## config.mk

```make
export PLATFORM = sky130hd
export DESIGN_NAME = approx_mul_err_sweep
export DESIGN_NICKNAME = d
export VERILOG_FILES = /design/src/rtl/approx_mul_err_sweep_pkg.sv /design/src/rtl/mul_ref_delay.sv /design/src/rtl/approx_mul_err_sweep.sv
export SDC_FILE = /design/constraint.sdc
export NUM_CORES = 1
export LEC_CHECK = 0
export CELL_PAD_IN_SITES_DETAIL_PLACEMENT = 0
export CELL_PAD_IN_SITES_GLOBAL_PLACEMENT = 2
export CORE_MARGIN = 4
export CORE_UTILIZATION = 34
export CTS_CLUSTER_SIZE = 14
export DETAILED_ROUTE_END_ITERATION = 8
export GPL_ROUTABILITY_DRIVEN = 0
export PLACE_DENSITY_LB_ADDON = 0.08
export SETUP_SLACK_MARGIN = 0.2
export SYNTH_ARGS = -nofsm -noshare
export SYNTH_HDL_FRONTEND = slang
export SYNTH_HIERARCHICAL = 1
export SYNTH_SLANG_ARGS = --single-unit
```

## constraint.sdc

```tcl
create_clock -name clk -period 11.8 [get_ports clk]
set_input_delay 1.18 -clock clk [delete_from_list [all_inputs] [get_ports clk]]
set_output_delay 1.18 -clock clk [all_outputs]
set_load 0.01 [all_outputs]
```

## src/rtl/approx_mul_err_sweep_pkg.sv

```systemverilog
// Shared types and width helpers for the approximate-multiplier error sweeper.
package approx_mul_err_sweep_pkg;

  typedef enum logic [1:0] {
    ST_IDLE  = 2'd0,
    ST_SWEEP = 2'd1,
    ST_DRAIN = 2'd2,
    ST_DONE  = 2'd3
  } state_e;

  localparam logic MODE_DIAG = 1'b0;
  localparam logic MODE_EXH  = 1'b1;

  localparam int unsigned MAX_DUT_LATENCY = 15;

  // Product width for a given operand width.
  function automatic int unsigned prod_w(input int unsigned dw);
    return 2 * dw;
  endfunction

  // Error-counter width: one extra bit so an exhaustive sweep cannot saturate it.
  function automatic int unsigned cnt_w(input int unsigned dw);
    return 2 * dw + 1;
  endfunction

endpackage

```

## src/rtl/mul_ref_delay.sv

```systemverilog
// Valid-tagged delay line carrying the reference product alongside the DUT pipeline.
module mul_ref_delay #(
  parameter int unsigned WIDTH = 1,
  parameter int unsigned DEPTH = 0
) (
  input  logic             clk,
  input  logic             rst,
  input  logic             flush,
  input  logic             in_valid,
  input  logic [WIDTH-1:0] in_data,
  output logic             out_valid,
  output logic [WIDTH-1:0] out_data
);

  generate
    if (DEPTH == 0) begin : g_pass
      logic w_unused_clk_rst;
      assign w_unused_clk_rst = clk ^ rst;
      assign out_valid        = in_valid & ~flush;
      assign out_data         = in_data;
    end else begin : g_pipe
      logic [DEPTH-1:0] r_valid;
      logic [WIDTH-1:0] r_data [DEPTH];

      // Valid bits are cleared on reset and on abort; payload needs no reset.
      always_ff @(posedge clk) begin
        if (rst || flush) begin
          r_valid <= '0;
        end else begin
          r_valid[0] <= in_valid;
          for (int unsigned i = 1; i < DEPTH; i++) begin
            r_valid[i] <= r_valid[i-1];
          end
        end
      end

      always_ff @(posedge clk) begin
        r_data[0] <= in_data;
        for (int unsigned i = 1; i < DEPTH; i++) begin
          r_data[i] <= r_data[i-1];
        end
      end

      assign out_valid = r_valid[DEPTH-1];
      assign out_data  = r_data[DEPTH-1];
    end
  endgenerate

endmodule

```

## src/rtl/approx_mul_err_sweep.sv

```systemverilog
// Drives operand sweeps into an approximate multiplier and accumulates
// error statistics against the exact product.
module approx_mul_err_sweep
  import approx_mul_err_sweep_pkg::*;
#(
  parameter int unsigned DATA_WIDTH  = 8,
  parameter int unsigned DUT_LATENCY = 0,
  parameter int unsigned SUM_WIDTH   = 4 * DATA_WIDTH + 1
) (
  input  logic                    clk,
  input  logic                    rst,
  input  logic                    start,
  input  logic                    abort,
  input  logic                    mode,
  input  logic [DATA_WIDTH-1:0]   a_init,
  input  logic [DATA_WIDTH-1:0]   b_init,
  output logic [DATA_WIDTH-1:0]   op_a,
  output logic [DATA_WIDTH-1:0]   op_b,
  input  logic [2*DATA_WIDTH-1:0] dut_result,
  output logic                    busy,
  output logic                    done,
  output logic [2*DATA_WIDTH:0]   err_count,
  output logic [2*DATA_WIDTH-1:0] max_abs_err,
  output logic [SUM_WIDTH-1:0]    sum_abs_err,
  output logic [DATA_WIDTH-1:0]   worst_a,
  output logic [DATA_WIDTH-1:0]   worst_b
);

  localparam int unsigned DW  = DATA_WIDTH;
  localparam int unsigned PW  = prod_w(DATA_WIDTH);
  localparam int unsigned CW  = cnt_w(DATA_WIDTH);
  localparam int unsigned EW  = ((SUM_WIDTH > PW) ? SUM_WIDTH : PW) + 1;
  localparam int unsigned DLW = 1 + 2 * DW + PW;

  state_e r_state;
  state_e w_next;

  logic          r_mode;
  logic [DW-1:0] r_nxt_a;
  logic [DW-1:0] r_nxt_b;
  logic [PW-1:0] r_idx;
  logic          r_issue_done;
  logic [DW-1:0] r_op_a;
  logic [DW-1:0] r_op_b;
  logic          r_op_valid;
  logic          r_op_last;
  logic          r_busy;
  logic          r_done;

  logic [CW-1:0]        r_err_count;
  logic [PW-1:0]        r_max_abs_err;
  logic [SUM_WIDTH-1:0] r_sum_abs_err;
  logic [DW-1:0]        r_worst_a;
  logic [DW-1:0]        r_worst_b;

  logic                 w_start_take;
  logic                 w_issue;
  logic                 w_last_vec;
  logic [PW-1:0]        w_exact;
  logic [DLW-1:0]       w_dl_in;
  logic [DLW-1:0]       w_dl_out;
  logic                 w_cmp_valid;
  logic                 w_cmp_last;
  logic [DW-1:0]        w_cmp_a;
  logic [DW-1:0]        w_cmp_b;
  logic [PW-1:0]        w_cmp_exact;
  logic [PW-1:0]        w_abs_err;
  logic [EW-1:0]        w_sum_ext;
  logic [SUM_WIDTH-1:0] w_sum_sat;
  logic                 w_err_inc;

  assign w_start_take = start && !abort && ((r_state == ST_IDLE) || (r_state == ST_DONE));
  assign w_issue      = (r_state == ST_SWEEP) && !r_issue_done && !abort;
  // Diagonal sweeps end after 2^DW vectors, exhaustive after 2^(2*DW).
  assign w_last_vec   = (&r_idx[DW-1:0]) && ((r_mode == MODE_DIAG) || (&r_idx[PW-1:DW]));

  // Next-state logic: a sweep finishes on the compare of its final vector.
  always_comb begin
    w_next = r_state;
    unique case (r_state)
      ST_IDLE, ST_DONE: begin
        if (start) w_next = ST_SWEEP;
      end
      ST_SWEEP: begin
        if (w_cmp_valid && w_cmp_last) w_next = ST_DONE;
        else if (r_issue_done)         w_next = ST_DRAIN;
      end
      ST_DRAIN: begin
        if (w_cmp_valid && w_cmp_last) w_next = ST_DONE;
      end
      default: w_next = ST_IDLE;
    endcase
    if (abort) w_next = ST_IDLE;
  end

  always_ff @(posedge clk) begin
    if (rst) begin
      r_state <= ST_IDLE;
      r_busy  <= 1'b0;
      r_done  <= 1'b0;
    end else begin
      r_state <= w_next;
      r_busy  <= (w_next == ST_SWEEP) || (w_next == ST_DRAIN);
      r_done  <= (w_next == ST_DONE);
    end
  end

  // Vector generator: op_a is the inner index, op_b carries on op_a wrap.
  always_ff @(posedge clk) begin
    if (rst) begin
      r_mode       <= MODE_DIAG;
      r_nxt_a      <= '0;
      r_nxt_b      <= '0;
      r_idx        <= '0;
      r_issue_done <= 1'b0;
      r_op_a       <= '0;
      r_op_b       <= '0;
      r_op_valid   <= 1'b0;
      r_op_last    <= 1'b0;
    end else begin
      r_op_valid <= w_issue;
      r_op_last  <= w_issue && w_last_vec;
      if (w_start_take) begin
        r_mode       <= mode;
        r_nxt_a      <= (mode == MODE_EXH) ? '0 : a_init;
        r_nxt_b      <= (mode == MODE_EXH) ? '0 : b_init;
        r_idx        <= '0;
        r_issue_done <= 1'b0;
      end else if (w_issue) begin
        r_op_a  <= r_nxt_a;
        r_op_b  <= r_nxt_b;
        r_idx   <= r_idx + PW'(1);
        r_nxt_a <= r_nxt_a + DW'(1);
        if ((r_mode == MODE_DIAG) || (&r_nxt_a)) r_nxt_b <= r_nxt_b + DW'(1);
        if (w_last_vec) r_issue_done <= 1'b1;
      end
    end
  end

  assign w_exact = PW'(r_op_a) * PW'(r_op_b);
  assign w_dl_in = {r_op_last, r_op_a, r_op_b, w_exact};

  mul_ref_delay #(
    .WIDTH (DLW),
    .DEPTH (DUT_LATENCY)
  ) u_ref_delay (
    .clk       (clk),
    .rst       (rst),
    .flush     (abort),
    .in_valid  (r_op_valid),
    .in_data   (w_dl_in),
    .out_valid (w_cmp_valid),
    .out_data  (w_dl_out)
  );

  assign {w_cmp_last, w_cmp_a, w_cmp_b, w_cmp_exact} = w_dl_out;

  assign w_abs_err = (dut_result >= w_cmp_exact) ? (dut_result - w_cmp_exact)
                                                 : (w_cmp_exact - dut_result);
  assign w_err_inc = (w_abs_err != '0) && (r_err_count != '1);
  assign w_sum_ext = EW'(r_sum_abs_err) + EW'(w_abs_err);
  assign w_sum_sat = (w_sum_ext > EW'({SUM_WIDTH{1'b1}})) ? {SUM_WIDTH{1'b1}}
                                                          : w_sum_ext[SUM_WIDTH-1:0];

  // Statistics: cleared on start, frozen on abort, strict '>' keeps first worst case.
  always_ff @(posedge clk) begin
    if (rst || w_start_take) begin
      r_err_count   <= '0;
      r_max_abs_err <= '0;
      r_sum_abs_err <= '0;
      r_worst_a     <= '0;
      r_worst_b     <= '0;
    end else if (w_cmp_valid && !abort) begin
      if (w_err_inc) r_err_count <= r_err_count + CW'(1);
      r_sum_abs_err <= w_sum_sat;
      if (w_abs_err > r_max_abs_err) begin
        r_max_abs_err <= w_abs_err;
        r_worst_a     <= w_cmp_a;
        r_worst_b     <= w_cmp_b;
      end
    end
  end

  assign op_a        = r_op_a;
  assign op_b        = r_op_b;
  assign busy        = r_busy;
  assign done        = r_done;
  assign err_count   = r_err_count;
  assign max_abs_err = r_max_abs_err;
  assign sum_abs_err = r_sum_abs_err;
  assign worst_a     = r_worst_a;
  assign worst_b     = r_worst_b;

endmodule
```

======== Word level (Yosys, flattened, before mapping) ========
Cells that the tools add are included.
operators by class
  $add $sub $neg .......................... 7
  multiply operators ...................... 1
  magnitude comparators ................... 3
  equal/unequal tests ..................... 7
  mux-type cells .......................... 15
  bitwise gates (word level) .............. 4
  reductions and logical operators ........ 30
operators with widths
  operator                                                          number
  2-to-1 mux 8 bit                                                  7
  adder 33 x 16 -> 34 bit                                           1
  greater-than comparator 34 x 33 -> 1 bit (second input constant)  1
  2-to-1 mux 33 bit                                                 1
  subtractor 16 bit                                                 2
  AND reduction 8 bit                                               3
  adder 17 x 1 -> 17 bit (second input constant)                    1
  != test 17 bit (second input constant)                            1
  adder 16 x 1 -> 16 bit (second input constant)                    1
  adder 8 x 1 -> 8 bit (second input constant)                      2
  greater-or-equal comparator 16 bit                                1
  greater-than comparator 16 bit                                    1
  multiplier 8 x 8 -> 16 bit                                        1
  2-to-1 mux 16 bit                                                 1
  nonzero test 16 bit                                               1
  2-to-1 mux 2 bit                                                  5
  AND reduction 2 bit                                               5
  logical AND 1 bit                                                 9
  equality test 2 bit (second input constant)                       4
  one-hot mux 2 bit (3 select lines)                                1
  logical OR 1 bit                                                  5
  equality test 2 x 1 -> 1 bit (second input constant)              2
  nonzero test 2 bit                                                2
  OR reduction 2 bit                                                2
  4 further kinds                                                   7
storage, ports and cells
  register bits after elaboration ......... 138
  input port bits ......................... 37
  output and inout bits ................... 100
  logic and storage cells ................. 84

======== Longest topological paths before layout ========
Gate-level depths: netlist of the first run.
  word-level depth ........................ 8
  mapped depth ............................ 44

======== Hierarchy ========
Netlist of the first run, hierarchy kept.
by module, submodules not included
  module                times used  cells each  area an instance (um^2)
  approx_mul_err_sweep  1           1319        10615.2
  mul_ref_delay         1           34          261.5

======== Worst setup path after synthesis of the first run ========
OpenSTA, ideal clock, no wires.
  path kind ............................... register -> register
  from .................................... register r_op_b[7], in the netlist op_b[7]
  to ...................................... register r_max_abs_err[10], in the netlist max_abs_err[10]
  setup time .............................. 0.128 ns
  arrival time ............................ 8.698 ns
  required time ........................... 11.672 ns
  slack ................................... 2.975 ns
  stages on the path, launching flop included .. 38
  buffers on the path ..................... 5
  period minus slack after synthesis ...... 8.825 ns
  path through ............................ dfxtp_1 clkbuf_1 nand2_1 fa_1 fa_1 inv_1 fa_1 fa_1 ha_1 a21boi_0 o21ai_0 a21boi_0 o21ai_0 a21boi_0 o21ai_0 nor2b_1 xnor2_1 buf_4 [2 not listed] nand3_1 o211a_1 and2_4 buf_6 buf_6 o21ai_0 ha_1 nor2b_1 o21a_1 o21a_1 o21a_1 o21a_1 o211ai_1 a211o_1 a221oi_1 clkbuf_1 mux2i_1 nor2_1
on the way
  cells in the longest elaborated chain, start to end .. 5
ends and longest elaborated chain
  item                                RTL line                     RTL
  start: declaration                  approx_mul_err_sweep.sv:44   logic [DW-1:0] r_op_b;
  start signal: assignment            approx_mul_err_sweep.sv:131  r_op_b <= r_nxt_b;
  multiplier 8 x 8 -> 16 bit          approx_mul_err_sweep.sv:140  assign w_exact = PW'(r_op_a) * PW'(r_op_b);
  named net w_exact[13]               approx_mul_err_sweep.sv:59   logic [PW-1:0] w_exact;
  greater-or-equal comparator 16 bit  approx_mul_err_sweep.sv:158  assign w_abs_err = (dut_result >= w_cmp_exact) ? (dut_result - w_cmp_exact)
  2-to-1 mux 16 bit                   approx_mul_err_sweep.sv:158
  named net w_abs_err[1]              approx_mul_err_sweep.sv:67   logic [PW-1:0] w_abs_err;
  greater-than comparator 16 bit      approx_mul_err_sweep.sv:176  if (w_abs_err > r_max_abs_err) begin
  AND reduction 2 bit (no line)       --
  end signal: assignment              approx_mul_err_sweep.sv:177  r_max_abs_err <= w_abs_err;
  end: declaration                    approx_mul_err_sweep.sv:51   logic [PW-1:0] r_max_abs_err;
The timed path passes the listed nets, and every way through them passes these cells.
A chain may end at the register's enable or synchronous reset.

======== Worst setup path after layout of the first run ========
  from .................................... register r_op_b[4], in the netlist op_b[4]
  to ...................................... register r_sum_abs_err[26], in the netlist sum_abs_err[26]
on the way
  cells in the longest elaborated chain, start to end .. 6
ends and longest elaborated chain
  item                                      RTL line                     RTL
  multiplier 8 x 8 -> 16 bit *              approx_mul_err_sweep.sv:140
  named net w_exact[13]                     approx_mul_err_sweep.sv:59
  greater-or-equal comparator 16 bit *      approx_mul_err_sweep.sv:158
  2-to-1 mux 16 bit *                       approx_mul_err_sweep.sv:158
  named net w_abs_err[6]                    approx_mul_err_sweep.sv:67
  adder 33 x 16 -> 34 bit *                 approx_mul_err_sweep.sv:161  assign w_sum_ext = EW'(r_sum_abs_err) + EW'(w_abs_err);
  greater-than comparator 34 x 33 -> 1 bit  approx_mul_err_sweep.sv:162  assign w_sum_sat = (w_sum_ext > EW'({SUM_WIDTH{1'b1}})) ? {SUM_WIDTH{1'b1}}
  2-to-1 mux 33 bit *                       approx_mul_err_sweep.sv:162
  end signal: assignment                    approx_mul_err_sweep.sv:175  r_sum_abs_err <= w_sum_sat;
  end: declaration                          approx_mul_err_sweep.sv:52   logic [SUM_WIDTH-1:0] r_sum_abs_err;
The timed path passes the listed nets; every way through them passes the cells marked *.

==> results of run 1 <==
==> area by class of cell <==
| cell class | instances | share of cell area |
|---|---|---|
| flip-flops and latches | 138 | 0.214 |
| well taps | 402 | 0.0389 |
| multi-input cells | 996 | 0.553 |
| repair buffers | 144 | 0.110 |
| clock inverters | 11 | 0.0131 |
| clock buffers | 20 | 0.0353 |
| inverters | 126 | 0.0366 |
==> path summary, 6_finish.rpt <==
kind	slack, ps	end	cells past startpoint
setup reg to reg	1910	sum_abs_err[26]$_SDFFE_PP0P_	35
hold reg to reg	480	r_idx[1]$_SDFFE_PP0P_	2
hold / removal	480	r_idx[1]$_SDFFE_PP0P_	2
setup / recovery	1910	sum_abs_err[26]$_SDFFE_PP0P_	35
==> sequential cells by signal (all words and copies together), names as in the netlist, 16 cells and up <==
| signal | cells |
|---|---|
| err_count | 17 |
| max_abs_err | 16 |
| sum_abs_err | 33 |
| r_idx | 16 |
==> logic make-up (layout without fill, tap and decap cells) <==
family / after synthesis / after routing / synth area share
AND/OR/NAND/NOR: 440 / 440 / 0.199
XOR/XNOR: 57 / 57 / 0.0459
buffers and inverters: 219 / 301 / 0.0908
AO/OA/AOI/OAI: 314 / 314 / 0.179
adder cells (fa/ha/maj): 147 / 147 / 0.196
multiplexers: 38 / 38 / 0.0350
flip-flops: 138 / 138 / 0.254
==> through the flow <==
stage / total power [W] / worst slack [ps] / utilization
after floorplan: 0.000587 / 2970 / -
after global placement: 0.000637 / 2230 / 0.390
after detailed placement: 0.000637 / 1930 / 0.390
after CTS: 0.00122 / 1880 / 0.410
after global routing: 0.00126 / 921 / 0.410
final: 0.00120 / 1910 / 0.410
==> cells in the mapped netlist, types with 5 or more instances <==
library cell	number
mux2i_1	38
a21oi_1	122
inv_1	126
nor2b_1	11
o211ai_1	6
clkbuf_1	48
a31oi_1	10
o21a_1	12
dfxtp_1	138
nand3_1	39
nand4_1	18
nand2b_1	11
xnor2_1	31
or4_1	11
nand2_1	128
xor2_1	26
o21ai_0	67
and2_1	43
fa_1	39
nor3_1	13
nor2_1	108
or2_2	6
or3_1	7
buf_2	6
ha_1	108
o31ai_1	14
a21boi_0	6
a21o_1	18
buf_4	34
nor4_1	5
and3_1	21
a211oi_1	16
and4_1	8
==> power breakdown <==
part / leakage [nW] / switching, W / internal (W)
registers: 1.11 / 0.00000550 / 0.000470
logic: 3.76 / 0.0000890 / 0.0000614
clock network: 0.306 / 0.000212 / 0.000364
total: 5.18 / 0.000307 / 0.000895
==> routing by layer <==
metal | GRT usage | vias to the layer above
met5 | 0 | -
met2 | 0.294 | 133
met4 | 0.0307 | 0
met3 | 0.0330 | 18
met1 | 0.248 | 4459
li1 | - | 4769
==> tightest hold or removal path, stage by stage, from the launching register on <==
cell,delay [ps]
dfxtp_1,320
nand2_1,60
a21oi_1,50
==> qor.yml, run 1 <==
layout:
  drive_gt1_frac: 0.0369
  seq_area_sq_um: 2760
  final_cells: 1837
  antennaDiodeCount: 0
  area_growth_pct: 18.9
  final_cell_mix: "138 x dfxtp_1, 136 x clkdlybuf4s50_1, 128 x nand2_1"
  final_area_sq_um: 12900
  nets: 1607
  multi_input_area_sq_um: 7150
  fill_cells: 3280
  final_common_cell: "dfxtp_1"
drt:
  wl_met3_um: 994
  drt-total-wl_um: 31400
  via_per_inst: 5.11
  dr.pass1.iters: 4
  drtIter0Drc: 378
  highest_layer: "met4"
  ant_nets: 0
  met1Wirelength_um: 15600
  vias: 9379
  route.met2.wl_um: 14500
  wl_per_cell_um: 17.1
  drc_errors: 0
yosys:
  synth-edff-count: 0
  synthCells: 1353
  syn_nets: 1537
  synth_top_area_frac: 0.254
  avgSynthCellArea_sq_um: 8.04
  async_reset_ff_frac: 0
  yosys_register_bits: 138
  ys_types: 68
  ys_warn_count: 6
  ys_seq_area_frac: 0.254
  synthFlopType: "dfxtp_1"
  post_synth_main_area_contributors: "dfxtp_1 25%, ha_1 12%, fa_1 7.2%"
  syn_area_sq_um: 10900
  yosysTopAreaCell: "dfxtp_1"
critical_path:
  path_buf_inv: 2
  crit_fanout: 16
  reg2reg_from: "op_b[4]$_SDFFE_PP0P_"
  crit_start: "op_b[4]$_SDFFE_PP0P_"
  startpoint_type: "flop"
  crit_required_ps: 12170
  critPathSlowestCell: "nand4_1"
  endpoint_kind: "flop"
  path_delay_family: "compound AO/OA/AOI/OAI gates"
  crit_type: "reg2reg"
  critical_path.max_stage_delay_ps: 550
  arrival_ps: 10270
  cpMostUsedCell: "o21ai_0"
cts:
  cts_hold_buf: 0
  insertion_delay_ps: 430
  cts_sinks: 138
  cts_max_level: 4
  post_cts_buffers: 0
  tritoncts: "yes"
  cts_buffer_depth: 2
  clk_pin_slew_ps: 60
  cts_resized: 0
  root_buffer: "clkbuf_16"
  cts_buffers: 17
sta:
  slew_viol_final: 0
  hold_viol_final: 0
  final.setup.tns_ps: 0
  rsz0062_at_grt: "no"
  fmax_ghz: 0.101
  setup_violations: 0
  finalClockSkew_ps: 9.73
  hold_slack_ps: 478
  max_slew_margin: 0.253
  finalCritPeriodShare: 0.838
  worst_slew_pin_slew_ps: 1120
  fin_crit_ps: 9890
die:
  die_area_sq_um: 34900
  initial_utilization: 0.345
  die_y_um: 187
  ioPinCount: 137
  rows: 65
  dieWidth_um: 187
  core-area_sq_um: 31600
power:
  power_density_nw_per_um2: 92.9
  ir_drop_mv: 0.0927
  p_leak_nw: 5.18
placed_design:
  dp.final_hpwl_um: 23600
  place_area_sq_um: 12300
  placed_cells: 1806
  portBuffers: 136
worst_hold_path:
  worstHoldStart: "r_idx[1]$_SDFFE_PP0P_"
  hold_class: "reg2reg"
global_routing:
  grt_start_max_net_pins: 67
  grt_pass1_vias: 9275
  grt_pass1_wl_um: 51200
  antenna_found_initial: 0
  gr-total-overflow: 0
  grt_usage: 0.179
outcome:
  status: "finished clean"
flow_run:
  maxCapViolations: 0
No activity file was read; power rests on OpenSTA's default activity.
==> run 2: changes to the inputs <==
==> constraint.sdc (replaced) <==
create_clock -name clk -period 9.8 [get_ports clk]
set_input_delay 0.98 -clock clk [delete_from_list [all_inputs] [get_ports clk]]
set_output_delay 0.98 -clock clk [all_outputs]
set_load 0.01 [all_outputs]
==> qor.yml, run 2 (same netlist as run 1, synthesis figures left out) <==
global_routing:
  gr-total-overflow: 0  # unchanged
  grt_pass1_wl_um: 52000  # was 51200 um
  antenna_found_initial: 0  # unchanged
  grt_pass1_vias: 9518  # was 9275
  grt_start_max_net_pins: 68  # was 67
  grt_usage: 0.181  # was 0.179
drt:
  ant_nets: 0  # unchanged
  drc_errors: 0  # unchanged
  via_per_inst: 5.05  # was 5.11
  drt-total-wl_um: 31800  # was 31400 um
  vias: 9440  # was 9379
  drtIter0Drc: 437  # was 378
  wl_per_cell_um: 17.0  # was 17.1 um
  dr.pass1.iters: 5  # was 4
cts:
  cts_buffers: 17  # unchanged
  clk_pin_slew_ps: 60  # about the same
  cts_sinks: 138  # unchanged
  tritoncts: "yes"  # unchanged
  insertion_delay_ps: 430  # about the same
  cts_max_level: 4  # unchanged
  root_buffer: "clkbuf_16"  # unchanged
  cts_buffer_depth: 2  # unchanged
die:
  dieWidth_um: 187  # unchanged
  die_area_sq_um: 34900  # unchanged
  initial_utilization: 0.345  # unchanged
  core-area_sq_um: 31600  # unchanged
  die_y_um: 187  # unchanged
  ioPinCount: 137  # unchanged
  rows: 65  # unchanged
critical_path:
  crit_type: "reg2reg"  # unchanged
  cpMostUsedCell: "o21ai_0"  # unchanged
  endpoint_kind: "flop"  # unchanged
  startpoint_type: "flop"  # unchanged
  crit_required_ps: 10120  # was 12170 ps
  crit_fanout: 14  # was 16
  critical_path.max_stage_delay_ps: 540  # was 550 ps
  critPathSlowestCell: "fa_1"  # was nand4_1
  arrival_ps: 9180  # was 10270 ps
  r2r_slack_ps: 940  # was 1910 ps
power:
  fin_total_pwr_w: 0.00148  # was 0.00120 W
  p_int_w: 0.00109  # was 0.000895 W
  comb_power_share: 0.130  # was 0.125
  swShare: 0.262  # was 0.255
  ir_drop_mv: 0.116  # was 0.0927 mV
  p_sw_w: 0.000387  # was 0.000307 W
  power_density_nw_per_um2: 112  # was 92.9 nW/um^2
  clkPwrFrac: 0.483  # was 0.479
  power_frac_seq: 0.388  # was 0.396
  p_leak_nw: 5.33  # was 5.18 nW
sta:
  hold_viol_final: 0  # unchanged
  fmax_ghz: 0.113  # was 0.101 GHz
  max_slew_margin: 0.393  # was 0.253
  setup_violations: 0  # unchanged
  fin_crit_ps: 8860  # was 9890 ps
  finalCritPeriodShare: 0.904  # was 0.838
  rsz0062_at_grt: "no"  # unchanged
  worst_slew_pin_slew_ps: 910  # was 1120 ps
  slew_viol_final: 0  # unchanged
  hold_slack_ps: 475  # was 478 ps
  finalClockSkew_ps: 10.7  # was 9.73 ps
  final.setup.tns_ps: 0  # unchanged
outcome:
  status: "finished clean"  # unchanged
placed_design:
  dp.final_hpwl_um: 24200  # was 23600 um
  portBuffers: 136  # unchanged
layout:
  final_common_cell: "clkdlybuf4s50_1"  # was dfxtp_1
  drive_gt1_frac: 0.0655  # was 0.0369
  final_util: 0.419  # was 0.410
  nets: 1637  # was 1607
  area_growth_pct: 21.6  # was 18.9%
  largest_reg_flops: 33  # unchanged
  antennaDiodeCount: 0  # unchanged
  final_cell_mix: "136 x clkdlybuf4s50_1, 132 x dfxtp_1, 128 x nand2_1"  # was 138 x dfxtp_1, 136 x clkdlybuf4s50_1, 128 x nand2_1
  fill_cells: 3239  # was 3280
worst_hold_path:
  hold_class: "reg2reg"  # unchanged
flow_run:
  maxCapViolations: 0  # unchanged
run 2: cell count changes in the layout (fill, tap and decap cells not counted), moves of 2 or more:
cell | before | now
dfxtp_2 | 0 | 6
dfxtp_1 | 138 | 132
a21boi_0 | 6 | 3
clkinv_2 | 3 | 0
a211oi_2 | 0 | 2
clkinvlp_4 | 1 | 6
buf_4 | 8 | 37
a21boi_1 | 0 | 3
a211oi_1 | 16 | 14
run 2: critical path: cells and delay by family, from the launching register on:
kind / cells / cell delay, ps
AO/OA/AOI/OAI: 17 / 3080
XOR/XNOR: 2 / 270
adder cells (fa/ha/maj): 7 / 3010
buffers and inverters: 3 / 260
flip-flops: 1 / 440
AND/OR/NAND/NOR: 7 / 1670
run 2: final timing paths:
check / from / endpoint / depth (start not counted)
setup / recovery: op_a[3]$_SDFFE_PP0P_ / sum_abs_err[26]$_SDFFE_PP0P_ / 36
hold / removal: r_idx[1]$_SDFFE_PP0P_ / r_idx[1]$_SDFFE_PP0P_ / 2
setup reg to reg: op_a[3]$_SDFFE_PP0P_ / sum_abs_err[26]$_SDFFE_PP0P_ / 36
hold reg to reg: r_idx[1]$_SDFFE_PP0P_ / r_idx[1]$_SDFFE_PP0P_ / 2
run 2: layer usage:
layer / vias up / global-route usage / part of all wire
met3: 24 / 0.0300 / 0.034
li1: 4821 / - / -
met1: 4429 / 0.245 / 0.49
met4: 0 / 0.0404 / 0.013
met5: - / 0 / 0
met2: 166 / 0.304 / 0.47
run 2: layout make-up:
| type | count | area [sq um] | share of cell area |
|---|---|---|---|
| Inverter | 126 | 473 | 0.0358 |
| Timing Repair Buffer | 174 | 1650 | 0.125 |
| Clock buffer | 19 | 453 | 0.0343 |
| Clock inverter | 13 | 191 | 0.0145 |
| Tap cell | 402 | 503 | 0.0380 |
| Sequential cell | 138 | 2770 | 0.210 |
| Multi-Input combinational cell | 996 | 7180 | 0.543 |
run 2: timing repair:
| action | 4_1_cts | 5_1_grt |
|---|---|---|
| endpoints found under the hold margin | 0 | 0 |
| buffers inserted | 0 | 14 |
| endpoints found under the setup margin | 0 | 58 |
| resized for setup | 0 | 17 |
| hold buffers | 0 | 0 |
run 2: through the flow:
stage                     area [sq um]  worst slack [ps]  std cells
final                            13200               940       1868
after global routing             13200               218       1868
after CTS                        13100               266       1854
after detailed placement         12400               307       1822
after global placement           12400               485       1822
after floorplan                  10900               975       1353
run 2: power groups by stage:
stage | clock, W | sequential, W | combinational (W)
final | 0.000713 | 0.000572 | 0.000191
after global routing | 0.000755 | 0.000573 | 0.000214
after CTS | 0.000731 | 0.000572 | 0.000188
after detailed placement | 0 | 0.000585 | 0.000187
after global placement | 0 | 0.000585 | 0.000188
after floorplan | 0 | 0.000582 | 0.000124
==> run 3: changes to the inputs <==
--- a/config.mk
+++ b/config.mk
@@ -13,7 +13,6 @@
 export DETAILED_ROUTE_END_ITERATION = 8
 export GPL_ROUTABILITY_DRIVEN = 0
 export PLACE_DENSITY_LB_ADDON = 0.08
-export SETUP_SLACK_MARGIN = 0.2
 export SYNTH_ARGS = -nofsm -noshare
 export SYNTH_HDL_FRONTEND = slang
 export SYNTH_HIERARCHICAL = 1
==> qor.yml, run 3 (same netlist as run 1, synthesis figures left out) <==
drt:
  drt-total-wl_um: 31800  # about the same
  drtIter0Drc: 426  # was 437
  wl_per_cell_um: 17.0  # about the same
  dr.pass1.iters: 5  # unchanged
  via_per_inst: 5.06  # was 5.05
  drc_errors: 0  # unchanged
  ant_nets: 0  # unchanged
  vias: 9445  # was 9440
layout:
  antennaDiodeCount: 0  # unchanged
  area_growth_pct: 21.5  # was 21.6%
  drive_gt1_frac: 0.0614  # was 0.0655
  seq_area_sq_um: 2760  # was 2770 sq um
  fill_cells: 3241  # was 3239
  final_common_cell: "dfxtp_1"  # was clkdlybuf4s50_1
  multi_input_area_sq_um: 7180  # unchanged
  final_cell_mix: "138 x dfxtp_1, 136 x clkdlybuf4s50_1, 128 x nand2_1"  # was 136 x clkdlybuf4s50_1, 132 x dfxtp_1, 128 x nand2_1
  nets: 1637  # unchanged
  largest_reg_flops: 33  # unchanged
  final_util: 0.419  # about the same
cts:
  tritoncts: "yes"  # unchanged
  clk_pin_slew_ps: 60  # about the same
  cts_max_level: 4  # unchanged
  insertion_delay_ps: 430  # about the same
  cts_hold_buf: 0  # unchanged
  cts_sinks: 138  # unchanged
  root_buffer: "clkbuf_16"  # unchanged
  cts_buffers: 17  # unchanged
  cts_buffer_depth: 2  # unchanged
placed_design:
  dp.final_hpwl_um: 24200  # unchanged
  portBuffers: 136  # unchanged
worst_hold_path:
  hold_class: "reg2reg"  # unchanged
  hold_path_end: "r_idx[1]$_SDFFE_PP0P_"  # unchanged
  worstHoldStart: "r_idx[1]$_SDFFE_PP0P_"  # unchanged
  hold_depth: 2  # unchanged
critical_path:
  ff2ff_path_depth: 36  # unchanged
  crit_type: "reg2reg"  # unchanged
  crit_required_ps: 10130  # was 10120 ps
  arrival_ps: 9380  # was 9180 ps
  path_buf_inv: 4  # was 3
  startpoint_type: "flop"  # unchanged
  critical_path.max_stage_delay_ps: 540  # about the same
  endpoint_kind: "flop"  # unchanged
  reg2reg_from: "op_a[1]$_SDFFE_PP0P_"  # was op_a[3]$_SDFFE_PP0P_
  crit_fanout: 14  # unchanged
  r2r_slack_ps: 750  # was 940 ps
  cpMostUsedCell: "o21ai_0"  # unchanged
  r2r_end: "sum_abs_err[25]$_SDFFE_PP0P_"  # was sum_abs_err[26]$_SDFFE_PP0P_
  path_delay_family: "adder cells"  # was compound AO/OA/AOI/OAI gates
  critPathSlowestCell: "fa_1"  # unchanged
die:
  ioPinCount: 137  # unchanged
  core-area_sq_um: 31600  # unchanged
  die_y_um: 187  # unchanged
  die_area_sq_um: 34900  # unchanged
  initial_utilization: 0.345  # unchanged
  dieWidth_um: 187  # unchanged
  rows: 65  # unchanged
outcome:
  status: "finished clean"  # unchanged
sta:
  final.setup.tns_ps: 0  # unchanged
  finalClockSkew_ps: 10.7  # unchanged
  fin_crit_ps: 9050  # was 8860 ps
  fmax_ghz: 0.111  # was 0.113 GHz
  hold_viol_final: 0  # unchanged
  rsz0062_at_grt: "no"  # unchanged
  finalCritPeriodShare: 0.923  # was 0.904
  setup_violations: 0  # unchanged
  slew_viol_final: 0  # unchanged
  max_slew_margin: 0.393  # about the same
  worst_slew_pin_slew_ps: 910  # about the same
power:
  power_density_nw_per_um2: 112  # about the same
  ir_drop_mv: 0.116  # about the same
  p_leak_nw: 5.33  # about the same
global_routing:
  antenna_found_initial: 0  # unchanged
  grt_pass1_wl_um: 52000  # unchanged
  grt_pass1_vias: 9518  # unchanged
  grt_start_max_net_pins: 68  # unchanged
  gr-total-overflow: 0  # unchanged
  grt_usage: 0.181  # unchanged
flow_run:
  maxCapViolations: 0  # unchanged
==> run 3: worst register-to-register path: cells and delay by family (launching register included) <==
kind	cells	cell delay [ps]
compound gates	13	2620
simple gates	10	1970
buf+inv	4	420
flops	1	420
fa+ha+maj	7	3100
xor+xnor	2	450
==> run 3: repair_timing <==
action	in CTS	in global routing
setup buffers	0	14
endpoints found under the hold margin	0	0
setup endpoints to repair	0	53
gates resized for setup	0	8
==> run 3: worst max-delay path by stage <==
stage	startpoint	end	slack [ps]	depth (start not counted)
after detailed placement	op_a[1]$_SDFFE_PP0P_	sum_abs_err[26]$_SDFFE_PP0P_	310	35
after CTS	op_a[1]$_SDFFE_PP0P_	sum_abs_err[26]$_SDFFE_PP0P_	270	35
after global placement	op_a[1]$_SDFFE_PP0P_	sum_abs_err[26]$_SDFFE_PP0P_	490	35
final	op_a[1]$_SDFFE_PP0P_	sum_abs_err[25]$_SDFFE_PP0P_	750	36
after global routing	op_a[2]$_SDFFE_PP0P_	sum_abs_err[25]$_SDFFE_PP0P_	4	37
after floorplan	op_b[7]$_SDFFE_PP0P_	max_abs_err[10]$_SDFFE_PP0P_	970	37
==> run 3: final cells by class <==
class | count | area share
clock inverter | 13 | 0.0145
inverter | 126 | 0.0358
multi-input combinational | 996 | 0.543
sequential | 138 | 0.209
timing repair buffer | 174 | 0.125
clock buffer | 19 | 0.0343
tap | 402 | 0.0381
==> run 3: layer usage <==
metal,track usage,up-vias,share of wire
li1,-,4820,-
met1,0.245,4432,0.49
met2,0.304,169,0.46
met3,0.0300,24,0.034
met4,0.0404,0,0.013
met5,0,-,0
==> run 3: power breakdown <==
| part | switching, W | internal, W |
|---|---|---|
| Sequential | 0.00000650 | 0.000566 |
| Clock | 0.000271 | 0.000441 |
| Combinational | 0.000109 | 0.0000820 |
==> run 3: through the flow <==
step	setup slack, ps	power (W)	hold slack, ps	area, sq um	cells
final	751	0.00148	475	13200	1868
after global routing	3.97	0.00154	508	13200	1868
after CTS	266	0.00149	481	13100	1854
after detailed placement	307	0.000772	472	12400	1822
after global placement	485	0.000773	457	12400	1822
after floorplan	975	0.000706	445	10900	1353
